`src/rtl/if_id_hazard_stage.sv`:
```
// IF/ID pipeline register with load-use hazard detection and branch flush; 1-cycle latency (2 during a load-use stall).
// Backpressure: stall holds fetch and IF/ID for one cycle; a taken branch (pc_mux_sel) squashes the held instruction.
module if_id_hazard_stage #(
  parameter int               WIDTH = 32,
  parameter logic [WIDTH-1:0] NOP   = WIDTH'(32'h00000013),
  parameter int               CNT_W = 32
) (
  input  logic             clk,
  input  logic             rst,
  input  logic [WIDTH-1:0] inst_in,
  input  logic [WIDTH-1:0] pc_in,
  input  logic [WIDTH-1:0] pc_plus4_in,
  input  logic             pc_mux_sel,
  input  logic             ex_mem_read,
  input  logic [4:0]       ex_rd,
  output logic [WIDTH-1:0] inst_out,
  output logic [WIDTH-1:0] pc_out,
  output logic [WIDTH-1:0] pc_plus4_out,
  output logic             valid_out,
  output logic             stall,
  output logic             id_bubble,
  output logic [CNT_W-1:0] stat_issued,
  output logic [CNT_W-1:0] stat_stalls
);

  typedef enum logic {
    RUN  = 1'b0,
    HOLD = 1'b1
  } state_t;

  state_t     state, state_nxt;
  logic [6:0] opcode;
  logic [4:0] rs1, rs2;
  logic       use_rs1, use_rs2;
  logic       hazard;

  assign opcode = inst_out[6:0];
  assign rs1    = inst_out[19:15];
  assign rs2    = inst_out[24:20];

  // R-type, stores and branches read two sources; OP-IMM, loads and JALR read rs1 only.
  always_comb begin
    use_rs1 = 1'b0;
    use_rs2 = 1'b0;
    case (opcode)
      7'b0110011, 7'b0100011, 7'b1100011: begin
        use_rs1 = 1'b1;
        use_rs2 = 1'b1;
      end
      7'b0010011, 7'b0000011, 7'b1100111: begin
        use_rs1 = 1'b1;
      end
      default: begin
        use_rs1 = 1'b0;
        use_rs2 = 1'b0;
      end
    endcase
  end

  assign hazard = valid_out & ex_mem_read & (ex_rd != 5'd0) &
                  ((use_rs1 & (ex_rd == rs1)) | (use_rs2 & (ex_rd == rs2)));

  always_ff @(posedge clk or negedge rst) begin
    if (!rst) state <= RUN;
    else      state <= state_nxt;
  end

  // A flush always lands in RUN: in RUN it suppresses the stall, and HOLD always exits.
  always_comb begin
    state_nxt = RUN;
    stall     = 1'b0;
    case (state)
      RUN: begin
        stall = hazard & ~pc_mux_sel;
        if (stall) state_nxt = HOLD;
      end
      HOLD: begin
        state_nxt = RUN;
      end
      default: begin
        state_nxt = RUN;
      end
    endcase
  end

  assign id_bubble = stall;

  always_ff @(posedge clk or negedge rst) begin
    if (!rst) begin
      inst_out     <= NOP;
      pc_out       <= '0;
      pc_plus4_out <= '0;
      valid_out    <= 1'b0;
    end else if (pc_mux_sel) begin
      inst_out     <= NOP;
      pc_out       <= pc_in;
      pc_plus4_out <= pc_plus4_in;
      valid_out    <= 1'b0;
    end else if (!stall) begin
      inst_out     <= inst_in;
      pc_out       <= pc_in;
      pc_plus4_out <= pc_plus4_in;
      valid_out    <= 1'b1;
    end
  end

  // A valid instruction counts as issued whenever it leaves unstalled, even if squashed.
  always_ff @(posedge clk or negedge rst) begin
    if (!rst) begin
      stat_issued <= '0;
      stat_stalls <= '0;
    end else begin
      if (valid_out && !stall) stat_issued <= stat_issued + CNT_W'(1);
      if (stall)               stat_stalls <= stat_stalls + CNT_W'(1);
    end
  end

endmodule

```
`config.mk`:
```
export PLATFORM = sky130hd
export DESIGN_NAME = if_id_hazard_stage
export DESIGN_NICKNAME = d
export VERILOG_FILES = /design/src/rtl/if_id_hazard_stage.sv
export SDC_FILE = /design/constraint.sdc
export NUM_CORES = 1
export LEC_CHECK = 0
export ABC_CLOCK_PERIOD_IN_PS = 2650
export BUFFER_PORTS_ARGS = -buffer_cell sky130_fd_sc_hd__buf_2
export CAP_MARGIN = 15
export CORE_MARGIN = 10
export CORE_UTILIZATION = 40
export DETAILED_ROUTE_END_ITERATION = 16
export PLACE_DENSITY = 0.73
export SLEW_MARGIN = 5
export SYNTH_ARGS = -nofsm -noshare
export SYNTH_HDL_FRONTEND = slang
export SYNTH_SLANG_ARGS = --single-unit
```
`constraint.sdc`:
```
create_clock -name clk -period 2.65 [get_ports clk]
set_input_delay 0.265 -clock clk [delete_from_list [all_inputs] [get_ports clk]]
set_output_delay 0.265 -clock clk [all_outputs]
set_load 0.01 [all_outputs]
```
# [Word-level counts from Yosys, hierarchy flattened]
# Cells that the tools add are included.
# W data, S select, Z words.
[classes] n_addsub=2 eq_ne=9 muxes=13 bitwise=9 reduce_logical=5
[op_table] operator="$mux W32" n=6
[op_table] operator="$add A32 B1 Y32 const B" n=2
[op_table] operator="$eq A7 B6 Y1 const B" n=2
[op_table] operator="$eq A7 B7 Y1 const B" n=2
[op_table] operator="$eq A5 B5 Y1" n=2
[op_table] operator="$eq A7 B2 Y1 const B" n=1
[op_table] operator="$eq A7 B5 Y1 const B" n=1
[op_table] operator="$and A1 B1 Y1" n=6
[op_table] operator="$mux W1" n=6
[op_table] operator="$reduce_or A6 Y1" n=1
[op_table] operator="$reduce_bool A5 Y1" n=1
[op_table] operator="$reduce_or A3 Y1" n=1
[op_table] operator="$ne A2 B2 Y1 const B" n=1
[op_table] operator="$not A1 Y1" n=2
[op_table] operator="$pmux W1 S2" n=1
[op_table] operator="$logic_and A1 B1 Y1" n=1
[op_table] operator="$logic_not A1 Y1" n=1
[op_table] operator="$or A1 B1 Y1" n=1
[totals] ff_bits=162 input_bits=105 out_inout_bits=163

# [Depth between registers and ports, before layout]
# Gate-level depths: netlist of the first run.
[depth] ltp_word=10 mapped_depth=8

# [Least setup slack after synthesis of the first run]
# Ideal clock, no wire load.
[synth_timing] path_kind="reg-to-output" from="register inst_out[1]" to="output port stall" t_arrival_ps=1781 required_ps=2385 slack_ps=604 path_stages_with_launch=8 n_path_buf=3 cell_sequence="dfstp_2 nor4b_2 o211a_1 buf_6 nand2_1 inv_1 clkbuf_1 buf_4"
[synth_via] elab_chain_cells=8
[synth_rtl] element="from (decl)" line="16" rtl="output logic [WIDTH-1:0] inst_out,"
[synth_rtl] element="from (signal assigned)" line="100" rtl="inst_out <= inst_in;"
[synth_rtl] element="$eq A7 B5 Y1, or another cell as far along" line="45" rtl="case (opcode)"
[synth_rtl] element="$reduce_or A6 Y1 (no line) or $reduce_or A3 Y1 (tied branches)"
[synth_rtl] element="$mux W1" line="45"
[synth_rtl] element="$and A1 B1 Y1" line="61" rtl="((use_rs1 & (ex_rd == rs1)) | (use_rs2 & (ex_rd == rs2)));"
[synth_rtl] element="$or A1 B1 Y1 *" line="61"
[synth_rtl] element="$and A1 B1 Y1 *" line="60" rtl="assign hazard = valid_out & ex_mem_read & (ex_rd != 5'd0) &"
[synth_rtl] element="$and A1 B1 Y1 *" line="74" rtl="stall = hazard & ~pc_mux_sel;"
[synth_rtl] element="$mux W1 *" line="72" rtl="case (state)"
[synth_rtl] element="to (decl)" line="20" rtl="output logic stall,"
# Every way passes the cells marked *; elsewhere a longest branch is shown, timed or not.

# [Final worst setup path of the first run]
[layout_timing] from="register inst_out[4]" to="output port id_bubble"
[layout_via] elab_chain_cells=8
[layout_rtl] element="$eq A7 B5 Y1, or another cell as far along" line="45"
[layout_rtl] element="$reduce_or A6 Y1 (no line) or $reduce_or A3 Y1 (tied branches)"
[layout_rtl] element="$mux W1" line="45"
[layout_rtl] element="$and A1 B1 Y1" line="61"
[layout_rtl] element="$or A1 B1 Y1 *" line="61"
[layout_rtl] element="$and A1 B1 Y1 *" line="60"
[layout_rtl] element="$and A1 B1 Y1 *" line="74"
[layout_rtl] element="$mux W1 *" line="72"
[layout_rtl] element="to (decl)" line="21" rtl="output logic id_bubble,"
# Marks and branches as above.

==> impl_table.tex, run 1 <==
\begin{tabular}{lr}
\hline
Metric & Value \\
\hline
\multicolumn{2}{l}{\textbf{Status}} \\
Status & finished, final reports clean \\
\multicolumn{2}{l}{\textbf{Drt}} \\
Via count & 5716 \\
Iteration count of the initial detailed-routing pass & 4 \\
DRC violation total after the first TritonRoute iteration & 219 \\
Overall routed net length & 21100 um \\
Number of remaining DRC errors & 0 \\
Average vias per placed instance & 5.17 \\
WL/cell & 19.1 um \\
DRT antenna net count & 0 \\
\multicolumn{2}{l}{\textbf{Timing}} \\
Post-route worst setup slack & 0.264 ns \\
Number of slew-limit violations in the final report & 0 \\
Highest attainable clock frequency & 419 MHz \\
Count of endpoints failing hold in the final timing report & 0 \\
Unrepaired setup endpoints after global routing & false \\
Total negative setup slack & 0 ns \\
Layout Skew & 0.0148 ns \\
Slew headroom & 0.374 \\
Number of setup violations in the final report & 0 \\
Period minus WS final & 2.39 ns \\
Tightest Pin Transition & 0.938 ns \\
Portion of the clock cycle consumed by the worst path in the final layout & 0.900 \\
\multicolumn{2}{l}{\textbf{Flow run}} \\
Max-cap viol count & 0 \\
\multicolumn{2}{l}{\textbf{Floorplanning}} \\
Die area & 23600 sq um \\
Top-level port count & 268 \\
Starting Density & 0.411 \\
Die boundary height & 154 um \\
Area of the core region & 17400 sq um \\
Chip width & 154 um \\
\# rows & 48 \\
\multicolumn{2}{l}{\textbf{Global routing}} \\
Largest net degree at the start of global routing & 67 \\
Initial antenna violation count & 2 \\
Total routing resource utilization after global routing & 0.177 \\
GRT busiest layer & met2 \\
Via count of the first global-routing pass & 6029 \\
Global-route congestion overflow total & 0 \\
Met3 usage & 0.0603 \\
Global-route met1 utilization & 0.214 \\
Met2 Use GR & 0.292 \\
Global-route wire length before repair & 33600 um \\
\multicolumn{2}{l}{\textbf{Placed design}} \\
Setup slack at placement & 0.428 ns \\
Number of buffer cells added on primary ports & 267 \\
Post-detailed-placement half-perimeter wirelength & 15600 um \\
Weighted congestion at the end of routability-driven global placement & 0.810 \\
\multicolumn{2}{l}{\textbf{Yosys}} \\
Largest family of logic cells by synthesized area & simple AND/OR/NAND/NOR gates \\
Top\_reg\_cell synth & dfrtp\_1 \\
Syn\_area\_per\_cell & 12.1 sq um \\
Mapped cell area & 7150 sq um \\
Sequential element share of the synthesized area & 0.567 \\
Library cell with the largest summed area after synthesis & dfrtp\_1 \\
Most frequent cell after synthesis & dfrtp\_1 \\
Most frequent cells after synthesis & dfrtp\_1, nand3\_1, nand2\_1, mux2\_2, xor2\_1 \\
Compound-cell area share of the yosys netlist & 0.0708 \\
Net Count, Synth & 700 \\
Post-Synth XOR/XNOR Area & 0.0881 \\
Fraction of registers with async set/reset & 1.00 \\
Adder-cell share of the synthesized area & 0.00350 \\
Ys Warns & 0 \\
Synthesized netlist cell count & 593 \\
Simple-gate portion of the synthesized area & 0.134 \\
Post-synthesis cell type count & 43 \\
Area fraction of the dominant cell type after synthesis & 0.556 \\
Number of enable-type register cells in the synthesized netlist & 0 \\
Main area contributors after synthesis & dfrtp\_1, mux2\_2, xor2\_1, nand3\_1, xnor2\_1 \\
Total of flip-flops plus latches after synthesis & 162 \\
Multiplexer area fraction after synthesis & 0.104 \\
\multicolumn{2}{l}{\textbf{Clocking}} \\
TritonCTS clock tree & yes \\
Maximum number of buffers from clock root to sink & 2 \\
Latest clock arrival within the worst-skew pair & 0.43 ns \\
Num CTS Buffers & 17 \\
Depth of the CTS H-tree & 4 \\
Clock tree sinks & 162 \\
Reg clk slew, reported paths & 0.07 ns \\
Root buffer selected by CTS & clkbuf\_16 \\
\multicolumn{2}{l}{\textbf{Setup path}} \\
Kind of critical path & flip-flop to primary output \\
Nature of the critical path endpoint & primary output \\
Start of the worst register-to-register path & inst\_out[4]\$\_DFFE\_PN1P\_ \\
Worst EP required & 2.38 ns \\
Maximum fanout count along the critical path & 6 \\
Flop2flop setup slack & 0.42 ns \\
Worst r2r path cells & 6 \\
Start point of the critical path & inst\_out[4]\$\_DFFE\_PN1P\_ \\
Setup crit end & id\_bubble \\
Worst Setup Start Kind & flip-flop \\
FF-to-FF End & pc\_plus4\_out[26]\$\_DFFE\_PN0P\_ \\
Data arrival time of the critical path & 2.12 ns \\
\multicolumn{2}{l}{\textbf{Pwr}} \\
Leakage power & 4.45 nW \\
Post-layout total power & 0.00595 W \\
Worst vdd rail ir drop & 0.439 mV \\
Power density of the placed cells & 630 nW/um\^{}2 \\
\multicolumn{2}{l}{\textbf{Final layout}} \\
Nets & 972 \\
Share of final-layout standard cells stronger than drive strength 1 & 0.442 \\
FILL cells & 1543 \\
Area Overhead vs Synth & 31.8\% \\
\multicolumn{2}{l}{\textbf{Worst hold path}} \\
Path class of the lowest-slack min-delay path & input pin to flip-flop \\
\hline
\end{tabular}
flip-flops by register name (all words and copies together) (netlist names):
signal,flops
pc_out,32
pc_plus4_out,32
state,1
stat_issued,32
inst_out,32
valid_out,1
stat_stalls,32
metal layers:
| metal | part of all wire | wire length [um] | vias up |
|---|---|---|---|
| li1 | - | - | 2673 |
| met1 | 0.41 | 8650 | 2829 |
| met2 | 0.50 | 10600 | 190 |
| met3 | 0.070 | 1470 | 24 |
| met4 | 0.018 | 371 | 0 |
| met5 | 0 | 0 | - |
cells in the final DEF (no fill, tap or decap), drive strengths merged, types with 14 or more instances in the layout:
cell type and n:
buf 287, dfrtp 159, mux2 66, nand3 56, nand2 49, xor2 40, xnor2 32, o21ai 30
clkbuf 17, inv 17, nand4 16, nor4 14
worst min path at each step:
stage / cells after the start / start / endpoint / slack (ns)
5_1_grt: 2 / pc_in[1] / pc_out[1]$_DFFE_PN0P_ / 0.04
4_1_cts: 2 / pc_in[11] / pc_out[11]$_DFFE_PN0P_ / 0.03
3_3_place_gp: 1 / rst / pc_out[0]$_DFFE_PN0P_ / 0.27
3_5_place_dp: 1 / rst / pc_out[0]$_DFFE_PN0P_ / 0.26
2_1_floorplan: 0 / rst / inst_out[10]$_DFFE_PN0P_ / -0.03
6_report: 2 / pc_in[22] / pc_out[22]$_DFFE_PN0P_ / 0.05
report_power, final:
| group | switching, W | internal, W |
|---|---|---|
| clock | 0.00115 | 0.00136 |
| sequential | 0.000150 | 0.00262 |
| combinational | 0.000360 | 0.000301 |
stage by stage:
step,utilization,area [sq um],hold WS [ns],std cells
final,0.542,9430,0.0548,1105
after global routing,0.541,9430,0.0359,1104
after CTS,0.540,9400,0.0328,1100
after detailed placement,0.504,8780,0.261,1067
after global placement,0.504,8780,0.266,1067
after floorplan,-,7150,-0.0306,593
cells by family (layout without fill, tap and decap cells):
kind of cell	count (synthesis)	in the layout
and+or+nand+nor	181	181
DFF	162	162
xor gates and xnor gates	72	72
muxes	66	66
AOI/OAI and AO/OA	65	65
buffers and inverters	45	330
adders and majority gates	2	2
other	0	2
worst max-delay path: stages (launching register included):
cell	delay, ns
dfstp_2	0.55
and3b_1	0.17
o2111ai_1	0.33
o22ai_4	0.13
nand2_2	0.17
clkinvlp_4	0.17
buf_2	0.18
final cells by class:
class                           instances  area (sq um)  share of cell area
Antenna cell                            2          5.00            0.000531
Inverter                                9          37.5             0.00398
Sequential cell                       162          4060               0.430
Tap cell                              225           282              0.0298
Clock buffer                           17           425              0.0451
Multi-Input combinational cell        386          2880               0.305
Clock inverter                         15           186              0.0198
Timing Repair Buffer                  288          1550               0.165
Timing Repair inverter                  1          5.00            0.000531
repair_timing:
action | 4_1_cts | 5_1_grt
gates resized for setup | 0 | 1
setup buffers | 0 | 2
setup endpoints to repair | 0 | 2
endpoints found under the hold margin | 53 | 0
hold buffers | 1 | 0
Power figures use the tool's default switching activity.
==> run 2: changes to the inputs <==
==> constraint.sdc (replaced) <==
create_clock -name clk -period 2.65 [get_ports clk]
set_input_delay 0.3975 -clock clk [delete_from_list [all_inputs] [get_ports clk]]
set_output_delay 0.3975 -clock clk [all_outputs]
set_load 0.01 [all_outputs]
==> run 2 against run 1 <==
Final cell count is 0.36% lower. Die area stayed put. Routed wire length is 0.55% higher. Combinational power hardly changed. Global-route usage is 0.13 points higher. Clock power is 3% lower. Design area is 0.64% lower. Critical path type unchanged. Sequential share of layout area is 0.28 points higher. Core utilization is 0.34 points lower.
==> impl_table.tex, run 2 (same netlist as run 1, synthesis figures left out) <==
\begin{tabular}{lr}
\hline
Metric & Value \\
\hline
\multicolumn{2}{l}{\textbf{Drt}} \\
Number of remaining DRC errors & 0 (unchanged) \\
WL/cell & 19.2 um (+0.92\%) \\
Iteration count of the initial detailed-routing pass & 4 (unchanged) \\
Overall routed net length & 21200 um (+0.55\%) \\
Via count & 5732 (+0.28\%) \\
Average vias per placed instance & 5.21 (+0.64\%) \\
DRT antenna net count & 0 (unchanged) \\
DRC violation total after the first TritonRoute iteration & 199 (-9.1\%) \\
\multicolumn{2}{l}{\textbf{Final layout}} \\
Nets & 967 (-0.51\%) \\
FILL cells & 1519 (-1.6\%) \\
Area Overhead vs Synth & 31.0\% \\
Utilization after layout & 0.538 (-0.00345) \\
Storage cell area & 4060 sq um (unchanged) \\
Most common library cell in the layout ignoring fill and taps & buf\_2 \\
Area of the multi-input gates & 2880 sq um (unchanged) \\
Share of final-layout standard cells stronger than drive strength 1 & 0.438 (-0.00434) \\
Commonest cells after routing, fill and taps aside & buf\_2, dfrtp\_1, nand3\_1 \\
\multicolumn{2}{l}{\textbf{Setup path}} \\
Maximum fanout count along the critical path & 9 (+3) \\
Worst Setup Start Kind & flip-flop \\
Largest stage delay on the critical path & 0.55 ns (about the same) \\
Worst EP required & 2.25 ns (-0.13 ns) \\
Nature of the critical path endpoint & primary output \\
Worst path slowest cell & dfstp\_2 \\
Data arrival time of the critical path & 2.05 ns (-0.07 ns) \\
CP Cell Sequence & and3b\_1 > o2111ai\_1 > o22ai\_4 > nand2\_2 > inv\_1 > buf\_2 \\
Flop2flop setup slack & 0.37 ns (-0.05 ns) \\
Kind of critical path & flip-flop to primary output \\
\multicolumn{2}{l}{\textbf{Timing}} \\
Portion of the clock cycle consumed by the worst path in the final layout & 0.922 (+0.0220) \\
Period minus WS final & 2.44 ns (+0.0584 ns) \\
Slew headroom & 0.593 (+0.219) \\
Highest attainable clock frequency & 409 MHz (-2.4\%) \\
Layout Skew & 0.0164 ns (+0.00164 ns) \\
Worst hold slack after final layout & 0.151 ns (+0.0960 ns) \\
Count of endpoints failing hold in the final timing report & 0 (unchanged) \\
Unrepaired setup endpoints after global routing & false \\
Tightest Pin Transition & 0.610 ns (-0.328 ns) \\
Number of slew-limit violations in the final report & 0 (unchanged) \\
Total negative setup slack & 0 ns (unchanged) \\
Number of setup violations in the final report & 0 (unchanged) \\
\multicolumn{2}{l}{\textbf{Pwr}} \\
Worst vdd rail ir drop & 0.441 mV (+0.52\%) \\
Post-layout total power & 0.00587 W (-1.3\%) \\
Power density of the placed cells & 626 nW/um\^{}2 (-0.67\%) \\
Leakage power & 4.43 nW (-0.39\%) \\
\multicolumn{2}{l}{\textbf{Floorplanning}} \\
Starting Density & 0.411 (unchanged) \\
Die boundary height & 154 um (unchanged) \\
Die area & 23600 sq um (unchanged) \\
\# rows & 48 (unchanged) \\
Chip width & 154 um (unchanged) \\
Area of the core region & 17400 sq um (unchanged) \\
Top-level port count & 268 (unchanged) \\
\multicolumn{2}{l}{\textbf{Global routing}} \\
Via count of the first global-routing pass & 6104 (+1.2\%) \\
Global-route wire length before repair & 34000 um (+1.1\%) \\
Largest net degree at the start of global routing & 67 (unchanged) \\
Initial antenna violation count & 3 (+1) \\
Global-route congestion overflow total & 0 (unchanged) \\
Total routing resource utilization after global routing & 0.178 (+0.00131) \\
\multicolumn{2}{l}{\textbf{Clocking}} \\
Post-CTS Hold Buffers & 1 (unchanged) \\
Clock tree sinks & 162 (unchanged) \\
Root buffer selected by CTS & clkbuf\_16 \\
Maximum number of buffers from clock root to sink & 2 (unchanged) \\
CTS resizes & 0 (unchanged) \\
Post-CTS Repair Setup Buffers & 0 (unchanged) \\
TritonCTS clock tree & yes \\
Reg clk slew, reported paths & 0.07 ns (about the same) \\
Num CTS Buffers & 17 (unchanged) \\
Depth of the CTS H-tree & 4 (unchanged) \\
Latest clock arrival within the worst-skew pair & 0.44 ns (about the same) \\
\multicolumn{2}{l}{\textbf{Placed design}} \\
Weighted congestion at the end of routability-driven global placement & 0.812 (+0.23\%) \\
Post-detailed-placement half-perimeter wirelength & 15800 um (+1.0\%) \\
Number of buffer cells added on primary ports & 267 (unchanged) \\
\multicolumn{2}{l}{\textbf{Worst hold path}} \\
Path class of the lowest-slack min-delay path & input pin to flip-flop \\
\multicolumn{2}{l}{\textbf{Flow run}} \\
Max-cap viol count & 0 (unchanged) \\
\multicolumn{2}{l}{\textbf{Status}} \\
Status & finished, final reports clean \\
\hline
\end{tabular}
-- run 2: cell count changes in the layout (fill, tap and decap cells not counted) --
| cell | change |
|---|---|
| clkinvlp_2 | -1 |
| inv_1 | +1 |
| diode_2 | +1 |
| clkinvlp_4 | -2 |
| clkinv_4 | +1 |
| clkinv_2 | +1 |
| buf_4 | -4 |
| bufinv_16 | -1 |
-- run 2: area by class of cell --
cell class / instances / share of cell area
clock buffer: 17 / 0.0454
clock inverter: 15 / 0.0174
tap: 225 / 0.0300
antenna: 3 / 0.000801
timing repair buffer: 284 / 0.162
multi-input combinational: 386 / 0.307
sequential: 162 / 0.433
inverter: 9 / 0.00360
-- run 2: metrics by stage --
step | instance area [sq um] | cells | setup WS (ns)
5_1_grt | 9370 | 1100 | 0.0815
3_5_place_dp | 8770 | 1065 | 0.267
4_1_cts | 9370 | 1098 | 0.193
2_1_floorplan | 7150 | 593 | 0.390
6_report | 9370 | 1101 | 0.206
3_3_place_gp | 8770 | 1065 | 0.259
-- run 2: per-layer routing --
layer,GRT usage,routed length (um)
met4,0.0697,528
met5,0,0
met2,0.294,10700
met1,0.210,8540
met3,0.0566,1420
-- run 2: path summary, 6_finish.rpt --
| kind | from | endpoint | depth (start not counted) |
|---|---|---|---|
| max in group asynchronous | rst | inst_out[1]$_DFFE_PN1P_ | 3 |
| worst max-delay path | inst_out[4]$_DFFE_PN1P_ | id_bubble | 6 |
| worst max register to register | inst_out[1]$_DFFE_PN1P_ | stat_stalls[21]$_DFFE_PN0P_ | 6 |
| worst min-delay path | inst_in[1] | inst_out[1]$_DFFE_PN1P_ | 2 |
| worst min register to register | stat_stalls[31]$_DFFE_PN0P_ | stat_stalls[31]$_DFFE_PN0P_ | 1 |
| min in group asynchronous | rst | pc_out[0]$_DFFE_PN0P_ | 2 |
-- run 2: critical path, delay by kind of cell, from the launching register on --
family	cells	cell delay, ns
AO/OA/AOI/OAI	2	0.47
buffers and inverters	2	0.29
flip-flops	1	0.55
AND/OR/NAND/NOR	2	0.31
-- run 2: power breakdown --
| group | switching, W | internal [W] |
|---|---|---|
| combinational | 0.000359 | 0.000301 |
| sequential | 0.000154 | 0.00262 |
| clock | 0.00117 | 0.00127 |
==> run 3: changes to the inputs <==
- PLACE_DENSITY: 0.73 -> 0.67
==> run 3 against run 2 <==
Register-to-register slack got worse by 0.03 ns. Sequential share of layout area barely moved. Sequential power about the same. Power fell by 1.1%. Critical path depth unchanged. Clock skew shrank 0.0034 ns. Worst setup slack worse by 0.032 ns. Via count shrank 1.3%. Design area barely moved. Die area is the same. Combinational power about the same. Critical endpoint is now stall.
==> impl_table.tex, run 3 (same netlist as run 1, synthesis figures left out) <==
\begin{tabular}{lr}
\hline
Metric & Value \\
\hline
\multicolumn{2}{l}{\textbf{Setup path}} \\
Data arrival time of the critical path & 2.08 ns (+0.03 ns) \\
Worst EP required & 2.25 ns (about the same) \\
Maximum fanout count along the critical path & 5 (-4) \\
Nature of the critical path endpoint & primary output \\
Kind of critical path & flip-flop to primary output \\
Worst Setup Start Kind & flip-flop \\
\multicolumn{2}{l}{\textbf{Final layout}} \\
Commonest cells after routing, fill and taps aside & buf\_2, dfrtp\_1, nand3\_1 \\
Share of final-layout standard cells stronger than drive strength 1 & 0.439 (+0.00129) \\
Most common library cell in the layout ignoring fill and taps & buf\_2 \\
Nets & 969 (+0.21\%) \\
Utilization after layout & 0.538 (about the same) \\
Area of the multi-input gates & 2880 sq um (unchanged) \\
FILL cells & 1602 (+5.5\%) \\
Area Overhead vs Synth & 31.0\% (about the same) \\
Storage cell area & 4060 sq um (unchanged) \\
\multicolumn{2}{l}{\textbf{Worst hold path}} \\
Path class of the lowest-slack min-delay path & input pin to flip-flop \\
\multicolumn{2}{l}{\textbf{Global routing}} \\
Global-route congestion overflow total & 0 (unchanged) \\
Global-route wire length before repair & 33900 um (-0.29\%) \\
GRT busiest layer & met2 \\
Met3 usage & 0.0605 (+0.00391) \\
Largest net degree at the start of global routing & 70 (+4.5\%) \\
Initial antenna violation count & 5 (+2) \\
Total routing resource utilization after global routing & 0.178 (about the same) \\
Met2 Use GR & 0.296 (+0.00184) \\
Via count of the first global-routing pass & 6000 (-1.7\%) \\
Global-route met1 utilization & 0.213 (+0.00280) \\
\multicolumn{2}{l}{\textbf{Status}} \\
Status & finished, final reports clean \\
\multicolumn{2}{l}{\textbf{Drt}} \\
Via count & 5655 (-1.3\%) \\
DRC violation total after the first TritonRoute iteration & 250 (+26\%) \\
WL/cell & 19.2 um (-0.40\%) \\
Overall routed net length & 21100 um (-0.22\%) \\
Number of remaining DRC errors & 0 (unchanged) \\
Iteration count of the initial detailed-routing pass & 4 (unchanged) \\
Average vias per placed instance & 5.13 (-1.5\%) \\
DRT antenna net count & 0 (unchanged) \\
\multicolumn{2}{l}{\textbf{Timing}} \\
Highest attainable clock frequency & 404 MHz (-1.3\%) \\
Number of setup violations in the final report & 0 (unchanged) \\
Tightest Pin Transition & 0.563 ns (-0.0464 ns) \\
Portion of the clock cycle consumed by the worst path in the final layout & 0.934 (+0.0120) \\
Number of slew-limit violations in the final report & 0 (unchanged) \\
Count of endpoints failing hold in the final timing report & 0 (unchanged) \\
Unrepaired setup endpoints after global routing & false \\
Total negative setup slack & 0 ns (unchanged) \\
Slew headroom & 0.624 (+0.0310) \\
Layout Skew & 0.0130 ns (-0.00336 ns) \\
Period minus WS final & 2.48 ns (+0.0317 ns) \\
\multicolumn{2}{l}{\textbf{Clocking}} \\
Num CTS Buffers & 17 (unchanged) \\
Post-CTS Hold Buffers & 1 (unchanged) \\
Root buffer selected by CTS & clkbuf\_16 \\
Latest clock arrival within the worst-skew pair & 0.42 ns (-0.02 ns) \\
Post-CTS Repair Setup Buffers & 0 (unchanged) \\
Clock tree sinks & 162 (unchanged) \\
Reg clk slew, reported paths & 0.07 ns (about the same) \\
CTS resizes & 0 (unchanged) \\
Depth of the CTS H-tree & 4 (unchanged) \\
TritonCTS clock tree & yes \\
Maximum number of buffers from clock root to sink & 2 (unchanged) \\
\multicolumn{2}{l}{\textbf{Floorplanning}} \\
Starting Density & 0.411 (unchanged) \\
Chip width & 154 um (unchanged) \\
Die boundary height & 154 um (unchanged) \\
Top-level port count & 268 (unchanged) \\
\# rows & 48 (unchanged) \\
Die area & 23600 sq um (unchanged) \\
Area of the core region & 17400 sq um (unchanged) \\
\multicolumn{2}{l}{\textbf{Pwr}} \\
Power density of the placed cells & 620 nW/um\^{}2 (-1.1\%) \\
Combinational power share & 0.113 (about the same) \\
Internal portion of total power & 0.00426 W (+1.7\%) \\
Power dissipated by switching net loads & 0.00155 W (-7.9\%) \\
Clock network power share & 0.409 (-0.006) \\
Switching share of total power & 0.267 (-0.0198) \\
Leakage power & 4.43 nW (about the same) \\
Worst vdd rail ir drop & 0.545 mV (+23\%) \\
Sequential group share of total power & 0.477 (+0.005) \\
\multicolumn{2}{l}{\textbf{Flow run}} \\
Max-cap viol count & 0 (unchanged) \\
\multicolumn{2}{l}{\textbf{Placed design}} \\
Number of buffer cells added on primary ports & 267 (unchanged) \\
Post-detailed-placement half-perimeter wirelength & 15800 um (+0.17\%) \\
Weighted congestion at the end of routability-driven global placement & 0.822 (+1.3\%) \\
\hline
\end{tabular}
[run 3: routing by layer]
layer  part of all wire  vias up  routed length (um)
li1                   -     2671                   -
met1               0.41     2786                8590
met2               0.51      182               10800
met3              0.072       12                1530
met4             0.0081        4                 172
met5             0.0013        -                  27
[run 3: final cells by class]
type	count	share of cell area
Multi-Input combinational cell	386	0.308
Inverter	9	0.00361
Sequential cell	162	0.433
Tap cell	225	0.0300
Antenna cell	3	0.000801
Timing Repair Buffer	286	0.164
Clock inverter	14	0.0140
Clock buffer	18	0.0469
[run 3: final timing paths]
path | startpoint | cells past startpoint | slack [ns] | end
setup / recovery | inst_out[4]$_DFFE_PN1P_ | 6 | 0.17 | stall
hold / removal | pc_in[23] | 2 | 0.19 | pc_out[23]$_DFFE_PN0P_
setup reg to reg | inst_out[1]$_DFFE_PN1P_ | 6 | 0.34 | stat_stalls[21]$_DFFE_PN0P_
hold reg to reg | stat_stalls[31]$_DFFE_PN0P_ | 1 | 0.47 | stat_stalls[31]$_DFFE_PN0P_
max in group asynchronous | rst | 3 | 1.30 | inst_out[0]$_DFFE_PN1P_
min in group asynchronous | rst | 2 | 0.52 | pc_out[0]$_DFFE_PN0P_
[run 3: worst max-delay path: stages, from the launching register on]
cell,delay (ns)
dfstp_2,0.55
and3b_1,0.19
o2111ai_1,0.32
o22ai_4,0.13
nand2_2,0.18
inv_1,0.13
buf_2,0.17
[run 3: through the flow]
stage               cell area [sq um]  setup WS, ns  total power (W)  hold WS (ns)  std cells
finish                           9370         0.174          0.00581         0.189       1103
global route                     9370       0.00328          0.00608         0.171       1101
CTS                              9360         0.132          0.00589         0.170       1100
detailed placement               8780         0.222          0.00349         0.405       1067
global placement                 8780         0.257          0.00347         0.408       1067
floorplan                        7150         0.390          0.00309         0.102        593
[run 3: power groups by stage]
stage / Sequential (W) / Clock, W / Combinational, W
final: 0.00277 / 0.00238 / 0.000659
after detailed placement: 0.00282 / 0 / 0.000673
after global placement: 0.00281 / 0 / 0.000658
after global routing: 0.00280 / 0.00255 / 0.000734
after CTS: 0.00277 / 0.00244 / 0.000677
after floorplan: 0.00285 / 0 / 0.000236
